### src/rtl/mvm_pkg.sv
`default_nettype none
// ============================================================================
// Module      : mvm_pkg
// Description : Shared definitions for the streaming matrix-vector unit:
//               FSM state and load-phase encodings, accumulator width helper
//               and the saturate/ReLU output helper.
// Revision    : 1.0 - initial release
// ============================================================================
package mvm_pkg;

    typedef logic [1:0] state_t;

    // Top-level FSM states
    localparam state_t c_ST_LOAD    = 2'd0;
    localparam state_t c_ST_COMPUTE = 2'd1;
    localparam state_t c_ST_OUT     = 2'd2;

    // Sections of an input frame, in arrival order
    localparam logic [1:0] c_PH_M = 2'd0;
    localparam logic [1:0] c_PH_B = 2'd1;
    localparam logic [1:0] c_PH_X = 2'd2;

    // Wide enough for b[i] plus K full-scale products without wrapping.
    function automatic int acc_width(input int dw, input int k);
        return 2 * dw + $clog2(k) + 1;
    endfunction

    // Clamp a sign-extended accumulator to an ow-bit signed range, then
    // optionally clamp negatives to zero. Caller truncates to ow bits.
    function automatic logic signed [63:0] sat_relu(input logic signed [63:0] v,
                                                     input int                 ow,
                                                     input logic               relu);
        logic signed [63:0] hi;
        logic signed [63:0] lo;
        logic signed [63:0] r;
        hi = (64'sd1 <<< (ow - 1)) - 64'sd1;
        lo = -(64'sd1 <<< (ow - 1));
        r  = v;
        if (v > hi) begin
            r = hi;
        end else if (v < lo) begin
            r = lo;
        end
        if (relu && (r < 64'sd0)) begin
            r = 64'sd0;
        end
        return r;
    endfunction

endpackage
`default_nettype wire

### src/rtl/mvm_mac.sv
`default_nettype none
// ============================================================================
// Module      : mvm_mac
// Description : Two-stage pipelined signed MAC. Stage 1 registers a_i*b_i,
//               stage 2 accumulates; first_i reseeds the accumulator with
//               seed_i, last_i marks the final term of a dot product.
// Ports       : clk, reset (async active-low)
//               in_valid_i/first_i/last_i, a_i, b_i, seed_i  - term input
//               out_valid_o, acc_o                             - row result
// Revision    : 1.0 - initial release
// ============================================================================
module mvm_mac
    import mvm_pkg::*;
#(
    parameter int K  = 3,
    parameter int DW = 8
) (
    input  logic                                    clk,
    input  logic                                    reset,
    input  logic                                    in_valid_i,
    input  logic                                    first_i,
    input  logic                                    last_i,
    input  logic signed [DW-1:0]                    a_i,
    input  logic signed [DW-1:0]                    b_i,
    input  logic signed [DW-1:0]                    seed_i,
    output logic                                    out_valid_o,
    output logic signed [acc_width(DW, K)-1:0]      acc_o
);

    localparam int c_ACC_W = acc_width(DW, K);
    localparam int c_PW    = 2 * DW;

    logic signed [c_PW-1:0]    w_prod;
    logic signed [c_PW-1:0]    r_prod_q;
    logic signed [DW-1:0]      r_seed_q;
    logic                      r_p_valid_q;
    logic                      r_p_first_q;
    logic                      r_p_last_q;
    logic signed [c_ACC_W-1:0] r_acc_q;
    logic                      r_out_valid_q;
    logic signed [c_ACC_W-1:0] w_prod_ext;
    logic signed [c_ACC_W-1:0] w_seed_ext;

    assign w_prod     = c_PW'(a_i) * c_PW'(b_i);
    assign w_prod_ext = {{(c_ACC_W - c_PW){r_prod_q[c_PW-1]}}, r_prod_q};
    assign w_seed_ext = {{(c_ACC_W - DW){r_seed_q[DW-1]}}, r_seed_q};

    // Stage 1: product register; seed/flags travel alongside it.
    always_ff @(posedge clk or negedge reset) begin
        if (!reset) begin
            r_prod_q    <= '0;
            r_seed_q    <= '0;
            r_p_valid_q <= 1'b0;
            r_p_first_q <= 1'b0;
            r_p_last_q  <= 1'b0;
        end else begin
            r_p_valid_q <= in_valid_i;
            r_p_first_q <= first_i;
            r_p_last_q  <= last_i;
            if (in_valid_i) begin
                r_prod_q <= w_prod;
                r_seed_q <= seed_i;
            end
        end
    end

    // Stage 2: the first term of a row replaces the running sum with the seed.
    always_ff @(posedge clk or negedge reset) begin
        if (!reset) begin
            r_acc_q       <= '0;
            r_out_valid_q <= 1'b0;
        end else begin
            r_out_valid_q <= r_p_valid_q & r_p_last_q;
            if (r_p_valid_q) begin
                r_acc_q <= (r_p_first_q ? w_seed_ext : r_acc_q) + w_prod_ext;
            end
        end
    end

    assign out_valid_o = r_out_valid_q;
    assign acc_o       = r_acc_q;

endmodule
`default_nettype wire

### src/rtl/mvm_param.sv
`default_nettype none
// ============================================================================
// Module      : mvm_param
// Description : Streaming y = M*x + b for a KxK signed matrix. Frames arrive
//               as M (row-major, optional when reusing the stored M), b, x;
//               y[0..K-1] leave saturated to OW bits, optionally ReLU'd.
// Ports       : clk, reset (async active-low)
//               s_valid/s_ready/data_in/reuse_m  - input word stream
//               m_valid/m_ready/data_out         - result stream
// Revision    : 1.0 - initial release
// ============================================================================
module mvm_param
    import mvm_pkg::*;
#(
    parameter int K    = 3,
    parameter int DW   = 8,
    parameter int OW   = 16,
    parameter int RELU = 0
) (
    input  logic                 clk,
    input  logic                 reset,
    input  logic                 s_valid,
    output logic                 s_ready,
    input  logic                 reuse_m,
    input  logic signed [DW-1:0] data_in,
    output logic                 m_valid,
    input  logic                 m_ready,
    output logic signed [OW-1:0] data_out
);

    localparam int c_ACC_W = acc_width(DW, K);
    localparam int c_KK    = K * K;
    localparam int c_MI_W  = $clog2(c_KK);
    localparam int c_KI_W  = $clog2(K);

    localparam logic [c_MI_W-1:0] c_KK_LAST  = c_MI_W'(c_KK - 1);
    localparam logic [c_MI_W-1:0] c_KM_LAST  = c_MI_W'(K - 1);
    localparam logic [c_KI_W-1:0] c_K_LAST   = c_KI_W'(K - 1);

    // Storage (contents survive reset)
    logic signed [DW-1:0] r_m_ram   [c_KK];
    logic signed [DW-1:0] r_b_rf    [K];
    logic signed [DW-1:0] r_x_rf    [K];
    logic signed [OW-1:0] r_res_buf [K];

    state_t               r_state_q;
    state_t               w_state_d;
    logic                 r_s_ready_q;
    logic                 r_m_valid_q;

    // Load bookkeeping
    logic [c_MI_W-1:0]    r_ld_cnt_q;
    logic [1:0]           r_phase_q;
    logic [1:0]           w_phase;
    logic                 r_first_q;
    logic                 r_m_loaded_q;
    logic                 w_hs;
    logic                 w_ld_last_m;
    logic                 w_ld_last_v;
    logic                 w_x_done;

    // Compute bookkeeping
    logic [c_MI_W-1:0]    r_iss_idx_q;
    logic [c_KI_W-1:0]    r_col_q;
    logic [c_KI_W-1:0]    r_row_q;
    logic                 r_iss_done_q;
    logic                 w_iss;
    logic [c_KI_W-1:0]    r_wr_row_q;
    logic                 w_mac_valid;
    logic signed [c_ACC_W-1:0] w_mac_acc;
    logic signed [63:0]   w_acc_ext;
    logic signed [OW-1:0] w_y;

    // Output bookkeeping
    logic [c_KI_W-1:0]    r_out_idx_q;
    logic                 w_out_hs;

    assign w_hs        = s_valid && r_s_ready_q;
    assign w_out_hs    = r_m_valid_q && m_ready;
    // The section of the current word is decided at the first word of a
    // frame: reuse only skips M if a complete M has been stored before.
    assign w_phase     = r_first_q ? ((reuse_m && r_m_loaded_q) ? c_PH_B : c_PH_M)
                                   : r_phase_q;
    assign w_ld_last_m = (r_ld_cnt_q == c_KK_LAST);
    assign w_ld_last_v = (r_ld_cnt_q == c_KM_LAST);
    assign w_x_done    = w_hs && (w_phase == c_PH_X) && w_ld_last_v;
    assign w_iss       = (r_state_q == c_ST_COMPUTE) && !r_iss_done_q;

    always_comb begin
        w_state_d = r_state_q;
        case (r_state_q)
            c_ST_LOAD:    if (w_x_done) w_state_d = c_ST_COMPUTE;
            c_ST_COMPUTE: if (w_mac_valid && (r_wr_row_q == c_K_LAST)) w_state_d = c_ST_OUT;
            c_ST_OUT:     if (w_out_hs && (r_out_idx_q == c_K_LAST)) w_state_d = c_ST_LOAD;
            default:      w_state_d = c_ST_LOAD;
        endcase
    end

    always_ff @(posedge clk or negedge reset) begin
        if (!reset) begin
            r_state_q   <= c_ST_LOAD;
            r_s_ready_q <= 1'b0;
            r_m_valid_q <= 1'b0;
            r_out_idx_q <= '0;
        end else begin
            r_state_q   <= w_state_d;
            // Registered so s_ready stays low while reset is held.
            r_s_ready_q <= (w_state_d == c_ST_LOAD);
            if ((r_state_q == c_ST_COMPUTE) && (w_state_d == c_ST_OUT)) begin
                r_m_valid_q <= 1'b1;
            end else if (w_out_hs && (r_out_idx_q == c_K_LAST)) begin
                r_m_valid_q <= 1'b0;
            end
            if (r_state_q != c_ST_OUT) begin
                r_out_idx_q <= '0;
            end else if (w_out_hs) begin
                r_out_idx_q <= r_out_idx_q + 1'b1;
            end
        end
    end

    // Frame parser
    always_ff @(posedge clk or negedge reset) begin
        if (!reset) begin
            r_ld_cnt_q   <= '0;
            r_phase_q    <= c_PH_M;
            r_first_q    <= 1'b1;
            r_m_loaded_q <= 1'b0;
        end else if (w_hs) begin
            r_first_q <= 1'b0;
            r_phase_q <= w_phase;
            case (w_phase)
                c_PH_M: begin
                    if (w_ld_last_m) begin
                        r_ld_cnt_q   <= '0;
                        r_phase_q    <= c_PH_B;
                        r_m_loaded_q <= 1'b1;
                    end else begin
                        r_ld_cnt_q <= r_ld_cnt_q + 1'b1;
                    end
                end
                c_PH_B: begin
                    if (w_ld_last_v) begin
                        r_ld_cnt_q <= '0;
                        r_phase_q  <= c_PH_X;
                    end else begin
                        r_ld_cnt_q <= r_ld_cnt_q + 1'b1;
                    end
                end
                default: begin
                    if (w_ld_last_v) begin
                        r_ld_cnt_q <= '0;
                        r_phase_q  <= c_PH_M;
                        r_first_q  <= 1'b1;
                    end else begin
                        r_ld_cnt_q <= r_ld_cnt_q + 1'b1;
                    end
                end
            endcase
        end
    end

    always_ff @(posedge clk) begin
        if (w_hs) begin
            case (w_phase)
                c_PH_M:  r_m_ram[r_ld_cnt_q]             <= data_in;
                c_PH_B:  r_b_rf[r_ld_cnt_q[c_KI_W-1:0]]  <= data_in;
                default: r_x_rf[r_ld_cnt_q[c_KI_W-1:0]]  <= data_in;
            endcase
        end
        if (w_mac_valid) begin
            r_res_buf[r_wr_row_q] <= w_y;
        end
    end

    // Issue one M*x term per cycle, rows back-to-back; counters rest at zero
    // outside COMPUTE so each frame starts clean.
    always_ff @(posedge clk or negedge reset) begin
        if (!reset) begin
            r_iss_idx_q  <= '0;
            r_col_q      <= '0;
            r_row_q      <= '0;
            r_iss_done_q <= 1'b0;
            r_wr_row_q   <= '0;
        end else if (r_state_q != c_ST_COMPUTE) begin
            r_iss_idx_q  <= '0;
            r_col_q      <= '0;
            r_row_q      <= '0;
            r_iss_done_q <= 1'b0;
            r_wr_row_q   <= '0;
        end else begin
            if (w_iss) begin
                r_iss_idx_q <= r_iss_idx_q + 1'b1;
                if (r_col_q == c_K_LAST) begin
                    r_col_q <= '0;
                    r_row_q <= r_row_q + 1'b1;
                end else begin
                    r_col_q <= r_col_q + 1'b1;
                end
                if (r_iss_idx_q == c_KK_LAST) begin
                    r_iss_done_q <= 1'b1;
                end
            end
            if (w_mac_valid) begin
                r_wr_row_q <= r_wr_row_q + 1'b1;
            end
        end
    end

    mvm_mac #(
        .K  (K),
        .DW (DW)
    ) u_mac (
        .clk         (clk),
        .reset       (reset),
        .in_valid_i  (w_iss),
        .first_i     (r_col_q == '0),
        .last_i      (r_col_q == c_K_LAST),
        .a_i         (r_m_ram[r_iss_idx_q]),
        .b_i         (r_x_rf[r_col_q]),
        .seed_i      (r_b_rf[r_row_q]),
        .out_valid_o (w_mac_valid),
        .acc_o       (w_mac_acc)
    );

    assign w_acc_ext = {{(64 - c_ACC_W){w_mac_acc[c_ACC_W-1]}}, w_mac_acc};
    assign w_y       = OW'(sat_relu(w_acc_ext, OW, RELU != 0));

    assign s_ready  = r_s_ready_q;
    assign m_valid  = r_m_valid_q;
    assign data_out = r_m_valid_q ? r_res_buf[r_out_idx_q] : '0;

endmodule
`default_nettype wire

### config.mk
export PLATFORM = sky130hd
export DESIGN_NAME = mvm_param
export DESIGN_NICKNAME = d
export VERILOG_FILES = /design/src/rtl/mvm_pkg.sv /design/src/rtl/mvm_mac.sv /design/src/rtl/mvm_param.sv
export SDC_FILE = /design/constraint.sdc
export NUM_CORES = 1
export LEC_CHECK = 0
export BUFFER_PORTS_ARGS = -buffer_cell sky130_fd_sc_hd__buf_2
export CORE_MARGIN = 2
export CORE_UTILIZATION = 45
export CTS_CLUSTER_SIZE = 8
export DETAILED_ROUTE_END_ITERATION = 8
export SLEW_MARGIN = 20
export SYNTH_ARGS = -nofsm -noshare
export SYNTH_HDL_FRONTEND = slang
export SYNTH_HIERARCHICAL = 1
export SYNTH_SLANG_ARGS = --single-unit
### constraint.sdc
create_clock -name clk -period 14.9 [get_ports clk]
set_input_delay 0 -clock clk [delete_from_list [all_inputs] [get_ports clk]]
set_output_delay 0 -clock clk [all_outputs]
set_load 0.02 [all_outputs]
# Word-level counts from Yosys, hierarchy flattened
# Memories as Yosys holds them, arrays and structs flattened. A register that Yosys moved wholly into a read port is not among the register bits.
# Cells that the tools add are included.
# totals
ff_bits,64
mem_bits_rw,168
wordCells,119
memories,4
# memory_table
memory,depth,word_bits,read_ports,rd_clocked_by_memory_dff,write_ports,line_no,text
r_m_ram,9,8,1,0,1,mvm_param.sv:41,logic signed [DW-1:0] r_m_ram [c_KK];
r_res_buf,3,16,1,0,1,mvm_param.sv:44,logic signed [OW-1:0] r_res_buf [K];
r_b_rf,3,8,1,1,1,mvm_param.sv:42,logic signed [DW-1:0] r_b_rf [K];
r_x_rf,3,8,1,0,1,mvm_param.sv:43,logic signed [DW-1:0] r_x_rf [K];
# classes
addsub,7
n_mul,1
magnitude_cmp,2
n_eq_ne,13
mux,47
bitwise,1
n_reduce_logical,25
# op_table
operator,n
16-bit 2-to-1 mux,3
2-bit 2-to-1 mux,17
4-bit 2-to-1 mux,5
19-bit by 16-bit adder with 19-bit output,1
19-bit by 16-bit greater-than comparator with 1-bit output (second input constant),1
19-bit by 16-bit < comparator with 1-bit output (second input constant),1
1-bit 2-to-1 mux,19
19-bit 2-to-1 mux,1
8-bit by 8-bit multiplier with 16-bit output,1
2-bit == test (second input constant),6
2-bit nonzero test,6
1-bit logical AND,9
2-bit by 1-bit adder with 2-bit output (second input constant),4
4-bit by 1-bit adder with 4-bit output (second input constant),2
4-bit == test (second input constant),2
2-bit zero test,4
2-bit case mux with 3 select lines,1
2-bit by 1-bit == test with 1-bit output (second input constant),2
4-bit by 2-bit == test with 1-bit output (second input constant),1
2-bit case mux with 2 select lines,1
2-bit AND reduction,2
3-bit AND reduction,1
1-bit zero test,2
2-bit by 1-bit != test with 1-bit output (second input constant),1
3 further kinds,3

# Logic depth before layout (Yosys ltp)
# Gate-level depths: netlist of the first run.
# logic_depth
ltp_word,11
ltp_mapped,21

# Cells and area by module
# The synthesis of the first run kept the hierarchy.
# by_module_without_submodules
mod,n_inst,cells_each,area_each_um2,seq_area_each_um2
mvm_param,1,536,8045.2,5671.7
mvm_mac,1,574,5357.6,1176.1

# Worst setup path after synthesis of the first run
# Ideal clock, no wire load.
# synth_path
kind,register -> register
start,register r_iss_idx_q[1]
end,register u_mac.r_prod_q[15]
arrival_ns,5.280
setup_slack_ns,9.538
path_stages_with_launch,21
synth_period_minus_slack_ns,5.362
cell_sequence,dfrtp_1 -> buf_2 -> buf_2 -> mux2i_1 -> a22o_1 -> o31ai_1 -> nand2_1 -> fa_1 -> fa_1 -> inv_1 -> fa_1 -> inv_1 -> fa_1 -> inv_1 -> ha_1 -> o21ai_0 -> o211a_1 -> o31ai_1 -> o311ai_0 -> a21o_1 -> a31oi_1
# synth_between
elab_chain_len,2
# synth_lines
element,line_no,text
"start, declared",mvm_param.sv:63,logic [c_MI_W-1:0] r_iss_idx_q;
"start signal, assigned",mvm_param.sv:193,r_iss_idx_q <= r_iss_idx_q + 1'b1;
memory 9 x 8 bit,--,
8-bit by 8-bit multiplier with 16-bit output,mvm_mac.sv:44,assign w_prod = c_PW'(a_i) * c_PW'(b_i);
"end signal, assigned",mvm_mac.sv:61,r_prod_q <= w_prod;
"end, declared",mvm_mac.sv:34,logic signed [c_PW-1:0] r_prod_q;
# No other way between the ends.
# A chain may end at the register's enable or synchronous reset.

# Final worst setup path of the first run
# Ends and elaborated chain as after synthesis.

==> metrics.txt, run 1 <==
Synth top cells by count=edfxtp_1 (168), inv_1 (118), nand2_1 (73), dfrtp_1 (71), mux2i_1 (60); max-cap violations=0; Rel. slew slack=29.4%; FF-to-FF setup slack=between 8 and 9 ns; initial core utilization=a little under half; Post-Syn Area=13400 um^2; EDFF count, synth=about 170; wire per inst=roughly 17 um; Setup violations, final=0; hold path depth=4; placed cells=between 1000 and 1500; Startpoint Class=register; Finished Layout Cells=roughly 1600; total wire length after detailed routing=26700 um; total track usage=17.7%; Final Net Count=between 1000 and 1500; Mean Syn Cell Area=12.1 um^2; Final Wtd Congestion=slightly above 0.8; total number of vias=slightly above 8000; Synth area leader=edfxtp_1; area grow syn2layout=13.0%; FF+latch count, synth=240; TritonCTS clock tree=yes; antenna violations before repair=0; reg-to-reg endpoint=u_mac/r_prod_q[15]; CTS Sinks=240; sequential-to-total area share from yosys stat=roughly half; max incr delay on CP=a little over 0.8 ns; buffers and inverters on the worst path=4; Port-buffer cells=30; share of layout cells above drive strength 1=between 10 and 15%; ranking of synthesized cells by area=edfxtp_1 (38%), dfrtp_1 (13%), fa_1 (8.4%), ha_1 (5.3%), mux2_2 (4.7%); Ys Warns=6; Peak Freq=around 0.16 GHz; Post-Syn Instances=around 1100; Clock Latency Late Sink=approximately 0.52 ns; Fin. Hold Viols=0; Crit path max-delay family=adder cells; WP data required=approximately 15 ns; outcome=complete, no violations; Routed Antenna Nets=0; Slew @ Worst Pin=roughly 1.1 ns; kind of critical path=register to register; maximum clock path buffer count=3; ys async rst share=a little under a third; Synth top area share=37.6%; Finished Cell Area=15100 um^2; CP arrival=6.52 ns; vias in the first global route=8677; dpl cell area=about 14000 um^2; Hold Path Origin=reuse_m; Remaining DRCs=0; RSZ-0062 raised after global routing=false; Worst path most repeated cell=fa_1; initial DRC count=374; Worst R2R Path Depth=19; Die Area=31200 um^2; detailed-route vias per instance=between 5 and 6; syn nets=1236; H-tree levels=2; Max FO, Critical Path=36; # resized after CTS=0; # diodes=0; final setup skew=about 0.016 ns; Synth cell types=72; Top FF cell, synth=edfxtp_1; setup_tns=0 ns; clk slew on worst S/H paths=about 0.05 ns; first-pass GRT wire length=between 40000 and 50000 um; fin crit period=6.10 ns; Slew Viols, Final=0; CP cell instances=buf_4 -> mux2i_1 -> a22o_1 -> o31ai_1 -> nand2_1 -> fa_1 -> fa_1 -> inv_1 -> fa_1 -> inv_1 -> fa_1 -> inv_1 -> ha_1 -> o21ai_0 -> o211a_1 -> o31ai_1 -> o311ai_0 -> a21o_1 -> a31oi_1; largest net degree at the start of global routing=73; Overflow after GRT=0; hold worst-path end=r_ld_cnt_q[1]; core footprint=around 30000 um^2; Reg2Reg Launch Point=r_iss_idx_q[1]; hold crit path type=primary input to register; row count=63; Final period util=about two fifths; DIE HEIGHT=around 180 um; hpwl dp=18800 um; Num CTS Buffers=36; Die Wd=between 150 and 200 um; most frequent cell after synthesis=edfxtp_1; io pins=31; CP max-delay cell=o31ai_1; Initial DRT Pass Iterations=5; root buffer cell=clkbuf_16; kind of end point of the critical path=register
flip-flops by register name, summed over array words and instances, names as in the netlist, 2 cells and up:
register,count
r_wr_row_q,2
r_out_idx_q,2
r_row_q,2
r_m_ram,72
r_phase_q,2
r_res_buf,48
u_mac/acc_o,19
r_ld_cnt_q,4
r_iss_idx_q,4
u_mac/r_seed_q,8
r_col_q,2
r_state_q,2
u_mac/r_prod_q,16
r_b_rf,24
r_x_rf,24
timing repair:
action | 4_1_cts | 5_1_grt
hold buffers | 11 | 1
setup buffers | 0 | 0
hold endpoints to repair | 201 | 17
layout make-up:
cell class	instances	area (um^2)
fill	2624	14300
sequential	240	6850
multi-input combinational	710	5940
clock buffer	55	993
tap	390	488
inverter	119	447
timing repair buffer	49	345
clock inverter	4	81.3
kinds of logic (layout without fill, tap and decap cells):
family,Yosys count,in the layout,synth area share [%]
flops,240,240,51.1
buf+inv,160,227,4.61
mux,116,116,9.19
fa+ha+maj,113,113,13.7
compound gates,198,198,10.0
xor+xnor,27,27,1.76
simple gates,256,256,9.66
layout by cell type (no fill, tap or decap), types with 4 or more instances in the layout:
master,count
and2_1,48
o21a_1,6
o21ai_0,49
a21oi_1,24
clkbuf_16,37
a21o_1,24
or3_1,4
o211ai_1,5
nor2b_1,11
buf_2,29
o22ai_1,13
nor2_1,57
a31oi_1,10
edfxtp_1,168
a22o_1,10
a211o_1,4
and4b_1,4
buf_4,7
a211oi_1,7
mux2i_1,60
fa_1,56
o31ai_1,15
nand3_1,11
nand3b_1,4
clkbuf_1,18
nand2_1,73
xnor2_1,19
xor2_1,8
and3_1,6
nand2b_1,9
nor3_1,9
dfrtp_1,71
nand4_1,4
dlygate4sd3_1,12
ha_1,57
inv_1,118
mux2_2,56
worst max path at each step:
stage	endpoint	depth (start not counted)	startpoint	slack [ns]
floorplan	u_mac/r_prod_q[15]	20	r_iss_idx_q[1]	9.54
global placement	u_mac/r_prod_q[15]	19	r_iss_idx_q[1]	9.00
detailed placement	u_mac/r_prod_q[15]	19	r_iss_idx_q[1]	8.84
CTS	u_mac/r_prod_q[15]	19	r_iss_idx_q[1]	8.84
global route	u_mac/r_prod_q[15]	19	r_iss_idx_q[1]	8.24
finish	u_mac/r_prod_q[15]	19	r_iss_idx_q[1]	8.80
tightest hold or removal path, stage by stage:
cell and delay, ns:
buf_2 0.09, nand3_1 0.20, nand4_1 0.16, a31oi_1 0.08
routing by layer:
metal	vias to the layer above	track usage, %	routed length, um
li1	4031	-	-
met1	4071	22.9	12100
met2	129	31.0	13200
met3	39	2.78	936
met4	0	4.72	472
met5	-	0	0
metrics by stage:
| stage | setup slack, ns | util [%] | hold slack, ns |
|---|---|---|---|
| finish | 8.80 | 51.4 | 0.0465 |
| global route | 8.24 | 51.4 | 0.0841 |
| floorplan | 9.54 | - | -0.296 |
| CTS | 8.84 | 51.2 | 0.0157 |
| detailed placement | 8.84 | 47.2 | 0.218 |
| global placement | 9.00 | 47.2 | 0.214 |
Power of run 1 is not shown: default switching activity piles up to over one toggle a cycle in this logic, so the estimate is an artifact.
==> run 2, diff against run 1 <==
==> constraint.sdc (replaced) <==
create_clock -name clk -period 5.5 [get_ports clk]
set_input_delay 0 -clock clk [delete_from_list [all_inputs] [get_ports clk]]
set_output_delay 0 -clock clk [all_outputs]
set_load 0.02 [all_outputs]
==> run 2 against run 1 <==
Net effect:
- core utilization grew 1.5 points
- via count is 2.0% higher
- register-to-register slack got worse by 8.6 ns
- final cell count grew 2.3%
- count of clock-buffer cells in the layout increased by 5
- setup slack worse by 8.6 ns
- sequential share of layout area shrank 1.3 points
- first-iteration DRC count is 14% higher
- worst hold slack better by 0.23 ns
- critical path type unchanged
- critical endpoint unchanged
==> metrics.txt, run 2 (same netlist as run 1, synthesis figures left out) <==
wire per inst=between 15 and 20 um; buffers and inverters on the worst path=6; first-pass GRT wire length=~45000 um; Max FO, Critical Path=8; Slew Viols, Final=0; fin crit period=5.33 ns; kind of end point of the critical path=register; Finished Layout Cells=1603; WP data required=around 6 ns; H-tree levels=2; kind of critical path=register to register; hold crit path type=primary input to register; Crit path max-delay family=adder cells; initial core utilization=between 40% and 50%; commonest non-fill, non-tap cell in the layout=edfxtp_1; share of layout cells above drive strength 1=about 16%; busiest grt layer=met2; TritonCTS clock tree=yes; Worst R2R Path Depth=21; fin worst setup slack=around 0.17 ns; detailed-route vias per instance=around 5.3; CTS Sinks=between 200 and 250; Fin. Hold Viols=0; Final Wtd Congestion=0.853; total number of vias=between 8000 and 9000; max incr delay on CP=about 0.54 ns; commonest cells after routing, fill and taps aside=edfxtp_1 (168), inv_1 (117), nand2_1 (71); GR Util met3=2.73%; io pins=31; reg-to-reg endpoint=u_mac/r_prod_q[15]; pre-CTS WS=-0.0421 ns; Final Net Count=1314; hpwl dp=between 15000 and 20000 um; Final period util=approximately 97%; hold path depth=3; core footprint=slightly below 30000 um^2; DIE HEIGHT=between 150 and 200 um; Top reg by flops=r_m_ram; maximum clock path buffer count=3; Rel. slew slack=around a third; outcome=complete, no violations; Die Wd=~180 um; initial DRC count=roughly 430; Finished Cell Area=15600 um^2; Multi-input gate area=6080 um^2; row count=63; CP cell instances=clkbuf_16 -> mux2_2 -> o22ai_2 -> o31ai_1 -> buf_4 -> and2_1 -> fa_1 -> inv_1 -> fa_1 -> inv_1 -> fa_1 -> inv_1 -> fa_1 -> inv_1 -> ha_4 -> o21ai_2 -> o211a_1 -> o31ai_4 -> o311ai_2 -> a21o_1 -> a31oi_1; Die Area=between 30000 and 40000 um^2; placed cells=between 1500 and 2000; clk slew on worst S/H paths=around 0.05 ns; antenna violations before repair=0; Remaining DRCs=0; Num CTS Buffers=36; Setup violations, final=0; # diodes=0; CP max-delay cell=dfrtp_2; Initial DRT Pass Iterations=4; CP arrival=roughly 5.7 ns; Clock Latency Late Sink=~0.50 ns; largest registers=r_m_ram x72, r_res_buf x48; Slew @ Worst Pin=~1.0 ns; Register Area=between 6000 and 7000 um^2; Routed Antenna Nets=0; worst setup path start=r_iss_idx_q[1]; hold worst-path end=r_out_idx_q[1]; Overflow after GRT=0; met1 GRT Util=between 20% and 30%; root buffer cell=clkbuf_16; final setup skew=between 0.01 and 0.015 ns; Hold Path Origin=m_ready; total wire length after detailed routing=between 20000 and 30000 um; max-cap violations=0; FF-to-FF setup slack=0.17 ns; dpl cell area=about 14000 um^2; Reg2Reg Launch Point=r_iss_idx_q[1]; RSZ-0062 raised after global routing=true; Port-buffer cells=30; number of fill cells=between 2000 and 3000; largest net degree at the start of global routing=73; max reg flops=a little over 70; met2 usage=30.9%; Startpoint Class=register; Peak Freq=0.188 GHz; area grow syn2layout=16.3%; total track usage=around 18%; vias in the first global route=8522
==> run 2: cell types whose count changed in the layout (fill, tap and decap cells not counted), sizes merged <==
cell         delta
clkinv          -2
buf            +28
inv             +1
dlygate4sd3     +1
clkbuf          +8
==> run 2: what timing repair did <==
item / 4_1_cts / 5_1_grt
resized for setup: 1 / 34
setup buffers: 0 / 2
endpoints found under the setup margin: 1 / 7
gates cloned: 0 / 4
hold buffers: 12 / 1
hold endpoints to repair: 201 / 17
pin swaps: 0 / 7
==> run 2: metal layers <==
| layer | wire length (um) | part of all wire, % | vias up |
|---|---|---|---|
| met1 | 12900 | 46 | 4146 |
| met4 | 554 | 2.0 | 0 |
| met5 | 0 | 0 | - |
| met2 | 13800 | 49 | 128 |
| met3 | 844 | 3.0 | 45 |
| li1 | - | - | 4119 |
==> run 2: metrics by stage <==
step / hold slack [ns] / utilization [%] / TNS [ns]
final: 0.277 / 52.9 / 0
after global routing: 0.270 / 52.9 / -0.0814
after CTS: 0.247 / 51.9 / 0
after detailed placement: 0.219 / 47.9 / -0.0421
after global placement: 0.219 / 47.9 / 0
after floorplan: -0.296 / - / 0
==> run 2: tightest hold or removal path: cells and delay by family <==
family | cells | cell delay (ns)
AOI/OAI and AO/OA | 1 | 0.08
buffers and inverters | 2 | 0.65
==> run 2: layout make-up <==
| type | count | share of cell area [%] |
|---|---|---|
| clock buffers | 60 | 6.42 |
| repair buffers | 81 | 4.29 |
| inverters | 119 | 2.87 |
| clock inverters | 3 | 0.353 |
| multi-input cells | 710 | 39.0 |
| well taps | 390 | 3.13 |
| flip-flops and latches | 240 | 43.9 |
==> run 2: how the worst max path moves through the flow <==
stage                              end  cells after the start  slack (ns)
floorplan           u_mac/r_prod_q[15]                     20        0.14
global placement    u_mac/r_prod_q[15]                     21        0.05
detailed placement  u_mac/r_prod_q[15]                     19       -0.04
CTS                 u_mac/r_prod_q[15]                     20       0.006
global route        u_mac/r_prod_q[15]                     21       -0.04
finish              u_mac/r_prod_q[15]                     21        0.17
Power of run 2 is left out for the same reason.
==> run 3, diff against run 2 <==
--- a/config.mk
+++ b/config.mk
@@ -7,9 +7,10 @@
 export LEC_CHECK = 0
 export BUFFER_PORTS_ARGS = -buffer_cell sky130_fd_sc_hd__buf_2
 export CORE_MARGIN = 2
-export CORE_UTILIZATION = 45
+export CORE_UTILIZATION = 40
 export CTS_CLUSTER_SIZE = 8
 export DETAILED_ROUTE_END_ITERATION = 8
+export PLACE_DENSITY = 0.67
 export SLEW_MARGIN = 20
 export SYNTH_ARGS = -nofsm -noshare
 export SYNTH_HDL_FRONTEND = slang
==> constraint.sdc (replaced) <==
create_clock -name clk -period 4.72 [get_ports clk]
set_input_delay 0 -clock clk [delete_from_list [all_inputs] [get_ports clk]]
set_output_delay 0 -clock clk [all_outputs]
set_load 0.02 [all_outputs]
==> run 3 against run 2 <==
Net effect:
- the flow now finishes with violations (setup timing)
- fmax up 4.0%
- count of clock-buffer cells in the layout down 1
- critical path depth up 1
- critical path type unchanged
- critical endpoint unchanged
==> metrics.txt, run 3 (same netlist as run 1, synthesis figures left out) <==
RSZ-0062 raised after global routing=true; CP cell instances=buf_6 -> buf_12 -> mux2i_2 -> a22o_1 -> o31ai_4 -> buf_4 -> nor2b_1 -> fa_1 -> inv_1 -> fa_1 -> inv_2 -> fa_1 -> inv_2 -> fa_1 -> inv_2 -> ha_4 -> buf_4 -> nand2_2 -> o31ai_4 -> o311ai_2 -> nand3_1 -> a31oi_1; Worst path most repeated cell=fa_1; busiest grt layer=met2; Clock Latency Late Sink=about 0.50 ns; CTS Sinks=240; WP data required=5.13 ns; vias in the first global route=around 9100; antenna violations before repair=0; total wire length after detailed routing=roughly 29000 um; io pins=31; Remaining DRCs=0; maximum clock path buffer count=3; initial DRC count=around 600; Slew @ Worst Pin=~1.1 ns; Peak Freq=about 0.20 GHz; CP max-delay cell=fa_1; max incr delay on CP=roughly 0.54 ns; Routed Antenna Nets=0; kind of critical path=register to register; WHS=approximately 0.22 ns; Num CTS Buffers=36; # diodes=0; wire per inst=roughly 17 um; largest registers=r_m_ram x72, r_res_buf x48; Final Net Count=about 1400; fin worst setup slack=-0.406 ns; share of layout cells above drive strength 1=~27%; Fin. Hold Viols=0; fin crit period=~5.1 ns; Rel. slew slack=between 20% and 30%; area grow syn2layout=23.7%; total number of vias=approximately 8800; row count=67; setup_tns=-2.23 ns; max reg flops=between 70 and 80; Max FO, Critical Path=7; Die Area=between 30000 and 40000 um^2; placed cells=about 1600; kind of end point of the critical path=register; final setup skew=roughly 0.016 ns; TritonCTS clock tree=yes; GR Util met3=between 2 and 3%; Final period util=109%; Port-buffer cells=30; Slew Viols, Final=0; commonest non-fill, non-tap cell in the layout=edfxtp_1; pre-CTS WS=-0.478 ns; commonest cells after routing, fill and taps aside=edfxtp_1 (168), inv_1 (97), buf_4 (86); largest net degree at the start of global routing=between 50 and 60; hpwl dp=roughly 20000 um; met2 usage=between 20% and 30%; detailed-route vias per instance=5.12; core footprint=roughly 33000 um^2; Overflow after GRT=0; number of fill cells=about 2900; hold crit path type=primary input to asynchronous set/reset pin; buffers and inverters on the worst path=8; Final Wtd Congestion=about 0.85; total track usage=16.7%; Crit path max-delay family=adder cells; met1 GRT Util=22.0%; root buffer cell=clkbuf_16; Die Wd=around 190 um; Initial DRT Pass Iterations=4; max-cap violations=0; initial core utilization=slightly above 40%; H-tree levels=2; Startpoint Class=register; Top reg by flops=r_m_ram; Finished Layout Cells=1725; DIE HEIGHT=roughly 190 um; Setup violations, final=8; failing checks=setup timing; first-pass GRT wire length=47600 um; CP arrival=approximately 5.5 ns; clk slew on worst S/H paths=0.05 ns; outcome=finished with violations
==> run 3: cell types whose count changed in the layout (fill, tap and decap cells not counted), sizes merged <==
cell	delta
buf	+67
bufinv	-1
clkbuf	-4
clkinv	+1
clkinvlp	+1
==> run 3: stage by stage <==
step	instance area, um^2	utilization (%)
2_1_floorplan	13600	-
3_3_place_gp	14800	44.4
3_5_place_dp	14800	44.4
4_1_cts	16400	49.2
5_1_grt	16600	49.8
6_report	16600	49.8
==> run 3: final cells by class <==
| cell class | instances | area [um^2] | share of cell area [%] |
|---|---|---|---|
| inverter | 119 | 447 | 2.69 |
| clock inverter | 4 | 37.5 | 0.226 |
| multi-input combinational | 710 | 6540 | 39.4 |
| tap | 448 | 561 | 3.38 |
| sequential | 240 | 6850 | 41.3 |
| clock buffer | 59 | 987 | 5.95 |
| timing repair buffer | 145 | 1160 | 7.02 |
==> run 3: worst register-to-register path, delay by kind of cell, from the launching register on <==
kind	cells	cell delay [ns]
flops	1	0.42
compound gates	5	1.10
fa+ha+maj	5	2.32
simple gates	3	0.28
buf+inv	8	0.79
mux	1	0.15
==> run 3: worst paths after layout <==
path                            slack (ns)              from  cells after the start            endpoint
worst max register to register       -0.41    r_iss_idx_q[1]                     22  u_mac/r_prod_q[15]
worst min-delay path                  0.22             reset                      3   u_mac/r_p_valid_q
worst max-delay path                 -0.41    r_iss_idx_q[1]                     22  u_mac/r_prod_q[15]
min in group clk                      0.28           m_ready                      3      r_out_idx_q[1]
worst min register to register        0.48  u_mac/r_p_last_q                      1   u_mac/out_valid_o
max in group asynchronous             3.47             reset                      3      u_mac/acc_o[7]
==> run 3: timing repair <==
action,in CTS,in global routing
cloned,2,0
setup buffers,9,9
setup endpoints to repair,8,10
endpoints found under the hold margin,201,0
pin swaps,48,33
resized for setup,67,52
hold buffers,13,0
==> run 3: layer usage <==
metal  vias up  part of all wire (%)  wire, um
met2       140                    49     14300
met3        42                   3.3       945
li1       4228                     -         -
met5         -                     0         0
met4         0                   1.8       522
met1      4421                    46     13200
Power of run 3 is left out for the same reason.
